<file path="config.mk">
export PLATFORM = sky130hd
export DESIGN_NAME = pulse_train_gen
export DESIGN_NICKNAME = d
export VERILOG_FILES = /design/src/rtl/pulse_train_pkg.sv /design/src/rtl/pulse_phase_timer.sv /design/src/rtl/pulse_train_gen.sv
export SDC_FILE = /design/constraint.sdc
export NUM_CORES = 1
export LEC_CHECK = 0
export BUFFER_PORTS_ARGS = -buffer_cell sky130_fd_sc_hd__buf_4
export CELL_PAD_IN_SITES_DETAIL_PLACEMENT = 0
export CELL_PAD_IN_SITES_GLOBAL_PLACEMENT = 1
export CORE_MARGIN = 5
export CORE_UTILIZATION = 48
export DETAILED_ROUTE_END_ITERATION = 7
export PLACE_DENSITY_LB_ADDON = 0.1
export RECOVER_POWER = 50
export SYNTH_ARGS = -nofsm -noshare
export SYNTH_HDL_FRONTEND = slang
export SYNTH_HIERARCHICAL = 1
export SYNTH_SLANG_ARGS = --single-unit
</file>
<file path="constraint.sdc">
create_clock -name clk -period 4.6 [get_ports clk]
set_input_delay 0.46 -clock clk [delete_from_list [all_inputs] [get_ports clk]]
set_output_delay 0.46 -clock clk [all_outputs]
set_load 0.05 [all_outputs]
</file>
<file path="src/rtl/pulse_train_pkg.sv">
// pulse_train_pkg: shared definitions for the pulse train generator.
//   state_t       - FSM states (IDLE, HIGH, LOW)
//   CNT_W_DEFAULT - default width of the pulse-count and phase-width fields
package pulse_train_pkg;

    localparam int unsigned CNT_W_DEFAULT = 8;

    typedef enum logic [1:0] {
        IDLE = 2'd0,
        HIGH = 2'd1,
        LOW  = 2'd2
    } state_t;

endpackage

</file>
<file path="src/rtl/pulse_phase_timer.sv">
// pulse_phase_timer: loadable down-counter used to time one HIGH or LOW phase.
//   clk      - rising-edge clock
//   reset    - synchronous, active-high; clears the count
//   load     - load load_val (takes priority over en)
//   en       - decrement by one; holds at zero, never wraps
//   load_val - value to load
//   zero     - count is zero
module pulse_phase_timer
    import pulse_train_pkg::*;
#(
    parameter int unsigned CNT_W = CNT_W_DEFAULT
) (
    input  logic             clk,
    input  logic             reset,
    input  logic             load,
    input  logic             en,
    input  logic [CNT_W-1:0] load_val,
    output logic             zero
);

    localparam logic [CNT_W-1:0] ONE = {{(CNT_W-1){1'b0}}, 1'b1};

    logic [CNT_W-1:0] cnt;

    always_ff @(posedge clk) begin
        if (reset) begin
            cnt <= '0;
        end else if (load) begin
            cnt <= load_val;
        end else if (en && (cnt != '0)) begin
            cnt <= cnt - ONE;
        end
    end

    always_comb begin
        zero = (cnt == '0);
    end

endmodule

</file>
<file path="src/rtl/pulse_train_gen.sv">
// pulse_train_gen: programmable burst generator. On start it emits n_pulses
// pulses of t_high high cycles separated by t_low low cycles (0 counts as 1),
// optionally repeating the burst until stop.
//   clk         - rising-edge clock
//   reset       - synchronous, active-high
//   start       - burst request, honoured only in IDLE
//   stop        - abort to IDLE; overrides everything except reset
//   repeat_mode - latched at start; 1 = restart the burst automatically
//                 (named repeat_mode because repeat is a reserved word)
//   n_pulses    - pulses per burst, latched at start; 0 gives a bare done
//   t_high      - high-phase length in cycles, latched at start
//   t_low       - low-phase length in cycles, latched at start
//   signal      - registered pulse output
//   busy        - registered, high while not IDLE
//   done        - registered one-cycle strobe at the end of each burst
module pulse_train_gen
    import pulse_train_pkg::*;
#(
    parameter int unsigned CNT_W = CNT_W_DEFAULT
) (
    input  logic             clk,
    input  logic             reset,
    input  logic             start,
    input  logic             stop,
    input  logic             repeat_mode,
    input  logic [CNT_W-1:0] n_pulses,
    input  logic [CNT_W-1:0] t_high,
    input  logic [CNT_W-1:0] t_low,
    output logic             signal,
    output logic             busy,
    output logic             done
);

    localparam logic [CNT_W-1:0] ONE = {{(CNT_W-1){1'b0}}, 1'b1};

    // Phase counter load value: max(t,1) - 1.
    function automatic logic [CNT_W-1:0] len_m1(input logic [CNT_W-1:0] t);
        return (t == '0) ? '0 : (t - ONE);
    endfunction

    state_t           state_q, state_d;
    logic [CNT_W-1:0] pcnt_q, pcnt_d;
    logic             done_d;

    logic [CNT_W-1:0] cfg_n_q, cfg_th_q, cfg_tl_q;
    logic             cfg_rpt_q;
    logic             cfg_latch;

    logic             tmr_load, tmr_en, tmr_zero;
    logic [CNT_W-1:0] tmr_val;

    pulse_phase_timer #(.CNT_W(CNT_W)) u_phase (
        .clk      (clk),
        .reset    (reset),
        .load     (tmr_load),
        .en       (tmr_en),
        .load_val (tmr_val),
        .zero     (tmr_zero)
    );

    always_comb begin
        state_d   = state_q;
        pcnt_d    = pcnt_q;
        done_d    = 1'b0;
        cfg_latch = 1'b0;
        tmr_load  = 1'b0;
        tmr_en    = 1'b0;
        tmr_val   = '0;

        if (stop) begin
            state_d = IDLE;
        end else begin
            case (state_q)
                IDLE: begin
                    if (start) begin
                        if (n_pulses != '0) begin
                            // First phase is loaded straight from the inputs,
                            // which are latched on the same edge.
                            cfg_latch = 1'b1;
                            tmr_load  = 1'b1;
                            tmr_val   = len_m1(t_high);
                            pcnt_d    = n_pulses - ONE;
                            state_d   = HIGH;
                        end else begin
                            done_d = 1'b1;
                        end
                    end
                end
                HIGH: begin
                    if (tmr_zero) begin
                        if (pcnt_q != '0) begin
                            tmr_load = 1'b1;
                            tmr_val  = len_m1(cfg_tl_q);
                            pcnt_d   = pcnt_q - ONE;
                            state_d  = LOW;
                        end else begin
                            done_d = 1'b1;
                            if (cfg_rpt_q) begin
                                tmr_load = 1'b1;
                                tmr_val  = len_m1(cfg_tl_q);
                                pcnt_d   = cfg_n_q - ONE;
                                state_d  = LOW;
                            end else begin
                                state_d = IDLE;
                            end
                        end
                    end else begin
                        tmr_en = 1'b1;
                    end
                end
                LOW: begin
                    if (tmr_zero) begin
                        tmr_load = 1'b1;
                        tmr_val  = len_m1(cfg_th_q);
                        state_d  = HIGH;
                    end else begin
                        tmr_en = 1'b1;
                    end
                end
                default: state_d = IDLE;
            endcase
        end
    end

    // Outputs are registered from the next state so that signal, busy and
    // done change on the same edge as the state itself.
    always_ff @(posedge clk) begin
        if (reset) begin
            state_q   <= IDLE;
            pcnt_q    <= '0;
            cfg_n_q   <= '0;
            cfg_th_q  <= '0;
            cfg_tl_q  <= '0;
            cfg_rpt_q <= 1'b0;
            signal    <= 1'b0;
            busy      <= 1'b0;
            done      <= 1'b0;
        end else begin
            state_q <= state_d;
            pcnt_q  <= pcnt_d;
            if (cfg_latch) begin
                cfg_n_q   <= n_pulses;
                cfg_th_q  <= t_high;
                cfg_tl_q  <= t_low;
                cfg_rpt_q <= repeat_mode;
            end
            signal <= (state_d == HIGH);
            busy   <= (state_d != IDLE);
            done   <= done_d;
        end
    end

endmodule
</file>
=== After elaboration in Yosys (flattened, before gate mapping) ===
Index checks and enable logic that the tools add are counted.

* $add $sub $neg: 7
* Equality and inequality tests: 7
* Multiplexer cells: 45
* Bitwise gates (word level): 1
* Reduce and logical (&&, ||, !) cells: 15

{| class="wikitable"
|+ Operators with widths
! operator !! count
|-
| $mux 8 || 17
|-
| $sub 8x1->8 const B || 7
|-
| $logic_not 8->1 || 4
|-
| $pmux 8 s3 || 1
|-
| $reduce_bool 8->1 || 3
|-
| $mux 1 || 16
|-
| $pmux 8 s2 || 1
|-
| $mux 2 || 7
|-
| $ne 2x2->1 const B || 3
|-
| $pmux 2 s3 || 1
|-
| $reduce_and 6->1 || 1
|-
| $reduce_bool 2->1 || 3
|-
| $eq 2x1->1 const B || 2
|-
| $reduce_or 2->1 || 2
|-
| $ne 3x3->1 const B || 1
|-
| $pmux 1 s3 || 1
|-
| $eq 2x2->1 const B || 1
|-
| $logic_not 2->1 || 1
|-
| $pmux 1 s2 || 1
|-
| $logic_and 1x1->1 || 1
|-
| $not 1->1 || 1
|}

* Register bits: 46
* Bits of input ports: 29
* Output and inout port bits: 3
* Logic and storage cells: 85

=== Depth between registers and ports, before layout ===
Gate-level depths: netlist of run 1.

* Word-level depth: 8
* Depth in mapped cells: 12
* Mapped depth without buffers: 12

=== By module ===
Netlist of run 1, hierarchy kept.

{| class="wikitable"
|+ By module, submodules not included
! module !! times used !! cells each !! area each (um^2) !! sequential area each (um^2)
|-
| pulse_train_gen || 1 || 276 || 2,379.8 || 760.7
|-
| pulse_phase_timer || 1 || 59 || 515.5 || 160.2
|}

=== Worst setup path before layout of run 1 ===
Ideal clock, no wire load.

* Path kind: register to register
* Start: register u_phase.cnt[2]
* End: register u_phase.cnt[1]
* Library setup time: 0.134 ns
* Arrival time: 2.736 ns
* Data required time: 4.466 ns
* Slack: 1.730 ns
* Stages on the path, launching flop included: 10
* Path buffers: 1
* Period minus slack after synthesis: 2.870 ns
* Cell sequence: dfxtp_1 > or4_4 > nor4_1 > inv_1 > a311o_1 > a31oi_1 > clkbuf_1 > clkinv_1 > nand4b_1 > o211ai_1

* Elaborated cells on any way between the ends: 16
* Those cells by class: mux: 12; reduce/logical: 4

{| class="wikitable"
|+ RTL lines
! what !! line !! RTL
|-
| start, declared || pulse_phase_timer.sv:23 || <nowiki>logic [CNT_W-1:0] cnt;</nowiki>
|-
| start signal, assigned || pulse_phase_timer.sv:29 || <nowiki>cnt <= load_val;</nowiki>
|-
| start signal, assigned || pulse_phase_timer.sv:31 || <nowiki>cnt <= cnt - ONE;</nowiki>
|-
| $logic_not 8->1 (*) || pulse_phase_timer.sv:36 || <nowiki>zero = (cnt == '0);</nowiki>
|-
| via tmr_zero || pulse_train_gen.sv:49 || <nowiki>logic tmr_load, tmr_en, tmr_zero;</nowiki>
|-
| $mux 1, on equally long branches || pulse_train_gen.sv:112, pulse_train_gen.sv:90 ||
|-
| $pmux 1 s3 (*) || pulse_train_gen.sv:73 || <nowiki>case (state_q)</nowiki>
|-
| $mux 1 (*) || pulse_train_gen.sv:70 || <nowiki>if (stop) begin</nowiki>
|-
| via tmr_load || pulse_train_gen.sv:49 ||
|-
| $mux 8 / $reduce_bool 2->1 (equally long branches) || -- ||
|}

The timed path passes the listed nets; every way through them passes the cells marked *.
A chain may end at the register's enable or synchronous reset.

=== Worst setup path in the final report of run 1 ===
Ends and elaborated chain as after synthesis.

==> qor.txt, run 1 <==
Status -> complete, but fails checks
Failing checks -> capacitance limit, slew limit
Post-Syn Nets -> 377
Count of final setup violators -> 0
Worst VDD drop -> 0.141 mV
CP endpoint kind -> flip-flop
CTS clk-pin slew, worst paths -> 100 ps
Netlist Area Pre-Place -> 2900 um2
Ys async rst share -> 0
Sequential area share after synthesis -> 0.318
# H-tree levels -> 2
Worst Hold Class -> in2reg
Ports -> 32
Core ar. -> 5890 um2
Clock Path Buffers -> 2
PwrDens -> 296 nW/um2
DPL Wire Length -> 5.00 mm
Final Non-Filler Cells -> 439
# diodes -> 0
CP Max Fanout -> 11
Drt pass-1 iters -> 6
Die area -> 7690 um2
F_max -> 0.278 GHz
Setup Buffers After CTS -> 0
Residual DRC count -> 0
Routed WL -> 6.74 mm
Syn Inst Count -> 335
CTS Buf Count -> 5
Number of global-route vias before repair -> 2416
Main combinational cell family by area after synthesis -> simple AND/OR/NAND/NOR gates
RSZ-0062 raised after global routing -> false
Count leader, synth -> nor2_1
Fin Setup TNS -> 0 ps
Final Max Tran Viols -> 26
Leak -> 1.27 nW
Total track usage -> 0.188
Clock sinks -> 46
Tcrit/Tclk final -> 0.783
Post-synthesis mux area share -> 0.0899
CTS Hold Bufs -> 0
Gp weighted congestion -> 0.844
Via count -> 2543
Vias per std cell -> 5.79
Clock Skew -> 10.7 ps
Gr ovfl total -> 0
Fin crit period -> 3600 ps
Count of standard-cell rows -> 28
Fin nets -> 405
Maxcap violations -> 1
Unique cell type count in the Yosys netlist -> 52
DR iter-0 viols -> 149
Top post-synthesis cells by area -> dfxtp_1 (32%), mux2i_1 (9.0%), nor2_1 (7.6%)
Syn Area/Cell -> 8.64 um2
Die H -> 87.7 um
Root Driver -> clkbuf_8
Max stage delay on crit path -> 670 ps
Area growth syn-to-layout -> 12.8%
Req. time, crit path -> 4780 ps
Final Hold Fails -> 0
Drt wl/cell -> 15.4 um
Share of the synthesized area in compound gates (AO/OA/AOI/OAI) -> 0.192
Antenna violations before repair -> 0
Routed Antenna Nets -> 0
Initial Util -> 0.492
Pin count of the biggest net entering global routing -> 48
Number of enable flip-flop cells after synthesis -> 0
Post-synth top cells -> nor2_1 (59), dfxtp_1 (46), mux2i_1 (26)
Layout cell share with drive strength beyond 1 -> 0.168
Adder-Cell Fraction of Synth Area -> 0.0562
Placed Instances -> 431
CTS tree -> done
Post-synthesis simple-gate area fraction -> 0.227
PortBufs -> 31
Post-synth top flop -> dfxtp_1
YS warnings -> 6
Die width -> 87.7 um
Critical path arrival -> 3780 ps
Post-synthesis xor/xnor area fraction -> 0.0726
#FFs+latches synth -> 46
Post-CTS Resized -> 0
Worst-Skew Late Latency -> 310 ps
Kind of start point of the critical path -> flip-flop
Crit path kind -> reg2reg
Top cell type's share of synthesized area -> 0.318
Cell taking the most area after synthesis -> dfxtp_1
Worst Tran Pin Value -> 1910 ps
Worst path cell trace -> or4_4 -> nor4_1 -> inv_1 -> a311o_1 -> a31oi_1 -> clkinv_1 -> nand4b_1 -> o211ai_1
Slew margin rel. -> -0.274
Slowest stage cell, crit path -> nor4_1
First-pass GRT wire length -> 11.5 mm
-- flip-flops by register name (all words and copies together) (netlist names) --
signal	cells
done	1
cfg_th_q	8
u_phase/cnt	8
pcnt_q	8
busy	1
cfg_rpt_q	1
cfg_tl_q	8
state_q	2
signal	1
cfg_n_q	8
-- worst max-delay path, delay by kind of cell, from the launching register on --
kind	cells	cell delay (ps)
buffers and inverters	2	590
AO/OA/AOI/OAI	3	1040
flip-flops	1	360
AND/OR/NAND/NOR	3	1470
-- report_power, final --
part | internal, mW | total, mW | switching (mW) | leakage [nW]
registers | 0.424 | 0.453 | 0.0289 | 0.376
logic | 0.110 | 0.255 | 0.144 | 0.854
clock network | 0.109 | 0.259 | 0.150 | 0.0408
-- path summary, 6_finish.rpt --
| check | start | end | slack (ps) | cells past startpoint |
|---|---|---|---|---|
| max reg2reg | u_phase/cnt[2]$_SDFFE_PP0P_ | u_phase/cnt[1]$_SDFFE_PP0P_ | 1000 | 8 |
| min reg2reg | cfg_n_q[2]$_SDFFE_PP0P_ | cfg_n_q[2]$_SDFFE_PP0P_ | 500 | 2 |
| max | u_phase/cnt[2]$_SDFFE_PP0P_ | u_phase/cnt[1]$_SDFFE_PP0P_ | 1000 | 8 |
| min | t_low[2] | cfg_tl_q[2]$_SDFFE_PP0P_ | 380 | 3 |
-- cell families after synthesis --
family	after synthesis
DFF	46
AOI/OAI and AO/OA	66
muxes	26
buffers and inverters	33
adders and majority gates	13
and+or+nand+nor	127
xor gates and xnor gates	24
-- routing by layer --
layer,wire length (um),part of all wire,up-vias,global-route usage
li1,-,-,1291,-
met1,3430,0.51,1184,0.264
met2,2920,0.43,55,0.288
met3,260,0.039,13,0.0339
met4,136,0.020,0,0.0656
met5,0,0,-,0
-- layout by cell type, fill, tap and decap left out, types with 9 or more instances in the layout --
cell	count
nor2_1	58
dfxtp_1	46
buf_4	28
mux2i_1	26
inv_1	21
nand2_1	14
xor2_1	14
ha_1	13
a222oi_1	10
xnor2_1	10
nor3_1	9
-- cell type report --
type / count / area, um2
Clock buffer: 5 / 68.8
Sequential cell: 46 / 921
Fill cell: 565 / 2620
Tap cell: 75 / 93.8
Clock inverter: 3 / 23.8
Inverter: 22 / 82.6
Multi-Input combinational cell: 256 / 1850
Timing Repair Buffer: 32 / 225
-- through the flow --
| stage | setup WS [ps] | total power [mW] | instance area [um2] | util | hold slack [ps] |
|---|---|---|---|---|---|
| final | 998 | 0.966 | 3270 | 0.555 | 376 |
| after global routing | 604 | 1.03 | 3270 | 0.555 | 372 |
| after CTS | 1030 | 0.973 | 3280 | 0.557 | 368 |
| after detailed placement | 1040 | 0.712 | 3190 | 0.542 | 476 |
| after global placement | 1190 | 0.713 | 3190 | 0.542 | 468 |
| after floorplan | 1730 | 0.641 | 2900 | - | 452 |
No activity file was read; power rests on OpenSTA's default activity.
==> run 2: changes to the inputs <==
--- a/config.mk
+++ b/config.mk
@@ -5,11 +5,12 @@
 export SDC_FILE = /design/constraint.sdc
 export NUM_CORES = 1
 export LEC_CHECK = 0
+export ABC_AREA = 1
 export BUFFER_PORTS_ARGS = -buffer_cell sky130_fd_sc_hd__buf_4
 export CELL_PAD_IN_SITES_DETAIL_PLACEMENT = 0
 export CELL_PAD_IN_SITES_GLOBAL_PLACEMENT = 1
 export CORE_MARGIN = 5
-export CORE_UTILIZATION = 48
+export CORE_UTILIZATION = 42
 export DETAILED_ROUTE_END_ITERATION = 7
 export PLACE_DENSITY_LB_ADDON = 0.1
 export RECOVER_POWER = 50
==> constraint.sdc (replaced) <==
create_clock -name clk -period 3.47 [get_ports clk]
set_input_delay 0.347 -clock clk [delete_from_list [all_inputs] [get_ports clk]]
set_output_delay 0.347 -clock clk [all_outputs]
set_load 0.05 [all_outputs]
==> qor.txt, run 2 <==
Worst VDD drop -> 0.221 mV (was 0.141 mV)
Cell family with most CP delay -> simple AND/OR/NAND/NOR gates (unchanged)
RSZ-0062 raised after global routing -> false (unchanged)
F_max -> 0.390 GHz (was 0.278 GHz)
Sequential area share after synthesis -> 0.298 (was 0.318)
Post-synth top cells -> nand2_1 (95), nor2_1 (68), inv_1 (63) (was nor2_1 (59), dfxtp_1 (46), mux2i_1 (26))
Syn Area/Cell -> 6.40 um2 (was 8.64 um2)
CTS Buf Count -> 5 (unchanged)
Post-synthesis mux area share -> 0 (was 0.0899)
Initial Util -> 0.429 (was 0.492)
Worst Tran Pin Value -> 997 ps (was 1910 ps)
CP Max Fanout -> 26 (was 11)
CP most frequent cell -> nand2_1
Routed WL -> 7.88 mm (was 6.74 mm)
R2R Path End -> cfg_th_q[5]$_SDFFE_PP0P_ (was u_phase/cnt[1]$_SDFFE_PP0P_)
Syn Inst Count -> 483 (was 335)
Via count -> 2971 (was 2543)
Req. time, crit path -> 3640 ps (was 4780 ps)
Fin Setup TNS -> 0 ps (unchanged)
First-pass GRT wire length -> 13.5 mm (was 11.5 mm)
Setup Buffers After CTS -> 0 (unchanged)
Post-synth top flop -> dfxtp_1 (unchanged)
CP endpoint kind -> flip-flop (unchanged)
CTS clk-pin slew, worst paths -> 90 ps (was 100 ps)
Count of standard-cell rows -> 31 (was 28)
PortBufs -> 31 (unchanged)
Status -> complete, no violations (was complete, but fails checks)
RR Startpoint -> state_q[0]$_SDFF_PP0_ (was u_phase/cnt[2]$_SDFFE_PP0P_)
Die area -> 9180 um2 (was 7690 um2)
Top cell type's share of synthesized area -> 0.298 (was 0.318)
# fillers -> 802 (was 565)
Crit. Startpoint -> state_q[0]$_SDFF_PP0_ (was u_phase/cnt[2]$_SDFFE_PP0P_)
CTS tree -> done (unchanged)
Ys async rst share -> 0 (unchanged)
Clock Path Buffers -> 2 (unchanged)
# diodes -> 0 (unchanged)
CTS Hold Bufs -> 0 (unchanged)
Fin crit period -> 2570 ps (was 3600 ps)
# H-tree levels -> 2 (unchanged)
Main combinational cell family by area after synthesis -> simple AND/OR/NAND/NOR gates (unchanged)
Vias per std cell -> 4.87 (was 5.79)
WHS -> 317 ps (was 376 ps)
Fin nets -> 552 (was 405)
WP buf/inv -> 2 (unchanged)
Clock sinks -> 46 (unchanged)
Critical path arrival -> 2730 ps (was 3780 ps)
DR iter-0 viols -> 127 (was 149)
Tcrit/Tclk final -> 0.740 (was 0.783)
Leak -> 1.62 nW (was 1.27 nW)
Layout cell share with drive strength beyond 1 -> 0.125 (was 0.168)
Post-synthesis simple-gate area fraction -> 0.356 (was 0.227)
Top post-synthesis cells by area -> dfxtp_1 (30%), nand2_1 (12%), nor2_1 (8.3%) (was dfxtp_1 (32%), mux2i_1 (9.0%), nor2_1 (7.6%))
Final Max Tran Viols -> 0 (was 26)
DP Area -> 3400 um2 (was 3190 um2)
Area growth syn-to-layout -> 13.0% (was 12.8%)
Slew margin rel. -> 0.335 (was -0.274)
YS warnings -> 6 (unchanged)
#FFs+latches synth -> 46 (unchanged)
Share of the synthesized area in compound gates (AO/OA/AOI/OAI) -> 0.146 (was 0.192)
Residual DRC count -> 0 (unchanged)
Gr ovfl total -> 0 (unchanged)
Final instance area -> 3490 um2 (was 3270 um2)
Worst-Skew Late Latency -> 300 ps (was 310 ps)
Count leader, synth -> nand2_1 (was nor2_1)
Final Power -> 1.48 mW (was 0.966 mW)
Number of global-route vias before repair -> 2915 (was 2416)
Post-synthesis xor/xnor area fraction -> 0.0425 (was 0.0726)
Worst path cell trace -> inv_1 -> ha_1 -> nand2_1 -> nor2_1 -> nand2_1 -> clkbuf_1 -> o21ai_0 -> a21oi_1 (was or4_4 -> nor4_1 -> inv_1 -> a311o_1 -> a31oi_1 -> clkinv_1 -> nand4b_1 -> o211ai_1)
Leading cell type in the layout, fill and taps excluded -> nand2_1 (was nor2_1)
Kind of start point of the critical path -> flip-flop (unchanged)
Number of enable flip-flop cells after synthesis -> 0 (unchanged)
Most frequent cells in the layout -> nand2_1 (95), nor2_1 (68), inv_1 (63) (was nor2_1 (58), dfxtp_1 (46), buf_4 (28))
Final Hold Fails -> 0 (unchanged)
Drt wl/cell -> 12.9 um (was 15.4 um)
Total track usage -> 0.189 (was 0.188)
Clock Skew -> 6.89 ps (was 10.7 ps)
R2R Setup Slk -> 900 ps (was 1000 ps)
Pre-CTS WS -> 1030 ps (was 1040 ps)
Post-CTS Resized -> 0 (unchanged)
Ports -> 32 (unchanged)
Netlist Area Pre-Place -> 3090 um2 (was 2900 um2)
Pin count of the biggest net entering global routing -> 27 (was 48)
Die width -> 95.8 um (was 87.7 um)
Maxcap violations -> 0 (was 1)
Worst Hold Class -> in2reg (unchanged)
Root Driver -> clkbuf_8 (unchanged)
Die H -> 95.8 um (was 87.7 um)
Max stage delay on crit path -> 520 ps (was 670 ps)
Hold path depth -> 3 (unchanged)
Path depth of the worst reg2reg path -> 8 (unchanged)
Hold Crit Start -> t_low[6] (was t_low[2])
DPL Wire Length -> 6.18 mm (was 5.00 mm)
Count of final setup violators -> 0 (unchanged)
Unique cell type count in the Yosys netlist -> 33 (was 52)
Drt pass-1 iters -> 4 (was 6)
Slowest stage cell, crit path -> clkbuf_1 (was nor4_1)
Crit path kind -> reg2reg (unchanged)
Cell taking the most area after synthesis -> dfxtp_1 (unchanged)
PnR worst setup slack -> 903 ps (was 998 ps)
Core ar. -> 7210 um2 (was 5890 um2)
Gp weighted congestion -> 0.865 (was 0.844)
Adder-Cell Fraction of Synth Area -> 0.0526 (was 0.0562)
Hold endpoint -> cfg_tl_q[6]$_SDFFE_PP0P_ (was cfg_tl_q[2]$_SDFFE_PP0P_)
Post-Syn Nets -> 525 (was 377)
Antenna violations before repair -> 0 (unchanged)
PwrDens -> 422 nW/um2 (was 296 nW/um2)
Routed Antenna Nets -> 0 (unchanged)
-- run 2: changes by cell type after synthesis, sizes merged, moves of 16 or more --
| cell | change |
|---|---|
| nand2 | +94 |
| inv | +44 |
| nand3 | +44 |
| a21oi | +31 |
| mux2i | -26 |
| o21ai | +23 |
| nor2 | +16 |
-- run 2: cell families (layout without fill, tap and decap cells) --
group	after synthesis	count (layout)
adder cells (fa/ha/maj)	13	13
AND/OR/NAND/NOR	244	244
AO/OA/AOI/OAI	84	84
buffers and inverters	81	109
flip-flops	46	46
XOR/XNOR	15	15
-- run 2: per-layer routing --
metal / track usage / vias to the layer above / wire [um]
li1: - / 1601 / -
met2: 0.317 / 50 / 3800
met3: 0.0305 / 11 / 243
met1: 0.245 / 1309 / 3690
met5: 0 / - / 0
met4: 0.0628 / 0 / 158
-- run 2: how the worst max path moves through the flow --
stage | end | slack [ps] | cells after the start
after floorplan | u_phase/cnt[1]$_SDFFE_PP0P_ | 1490 | 13
after global placement | u_phase/cnt[7]$_SDFFE_PP0P_ | 1030 | 16
after detailed placement | u_phase/cnt[7]$_SDFFE_PP0P_ | 1030 | 16
after CTS | u_phase/cnt[7]$_SDFFE_PP0P_ | 1000 | 16
after global routing | cfg_th_q[5]$_SDFFE_PP0P_ | 570 | 8
final | cfg_th_q[5]$_SDFFE_PP0P_ | 900 | 8
-- run 2: power by group --
group / total, mW / switching [mW] / internal (mW)
registers: 0.602 / 0.0332 / 0.569
clock network: 0.412 / 0.196 / 0.216
logic: 0.461 / 0.294 / 0.167
-- run 2: through the flow --
stage / util / instances
after floorplan: - / 483
after global placement: 0.471 / 602
after detailed placement: 0.471 / 602
after CTS: 0.486 / 610
after global routing: 0.484 / 610
final: 0.484 / 610
-- run 2: final cells by class --
class | count | area [um2] | area share
repair buffers | 34 | 240 | 0.0687
multi-input cells | 356 | 1840 | 0.528
clock inverters | 3 | 43.8 | 0.0125
well taps | 99 | 124 | 0.0354
inverters | 67 | 253 | 0.0723
flip-flops and latches | 46 | 921 | 0.264
clock buffers | 5 | 68.8 | 0.0197
-- run 2: worst reg2reg max path: stages (launching register included) --
cell      delay [ps]
dfxtp_1          360
inv_1            100
ha_1             250
nand2_1           80
nor2_1           330
nand2_1          390
clkbuf_1         520
o21ai_0          350
a21oi_1           60
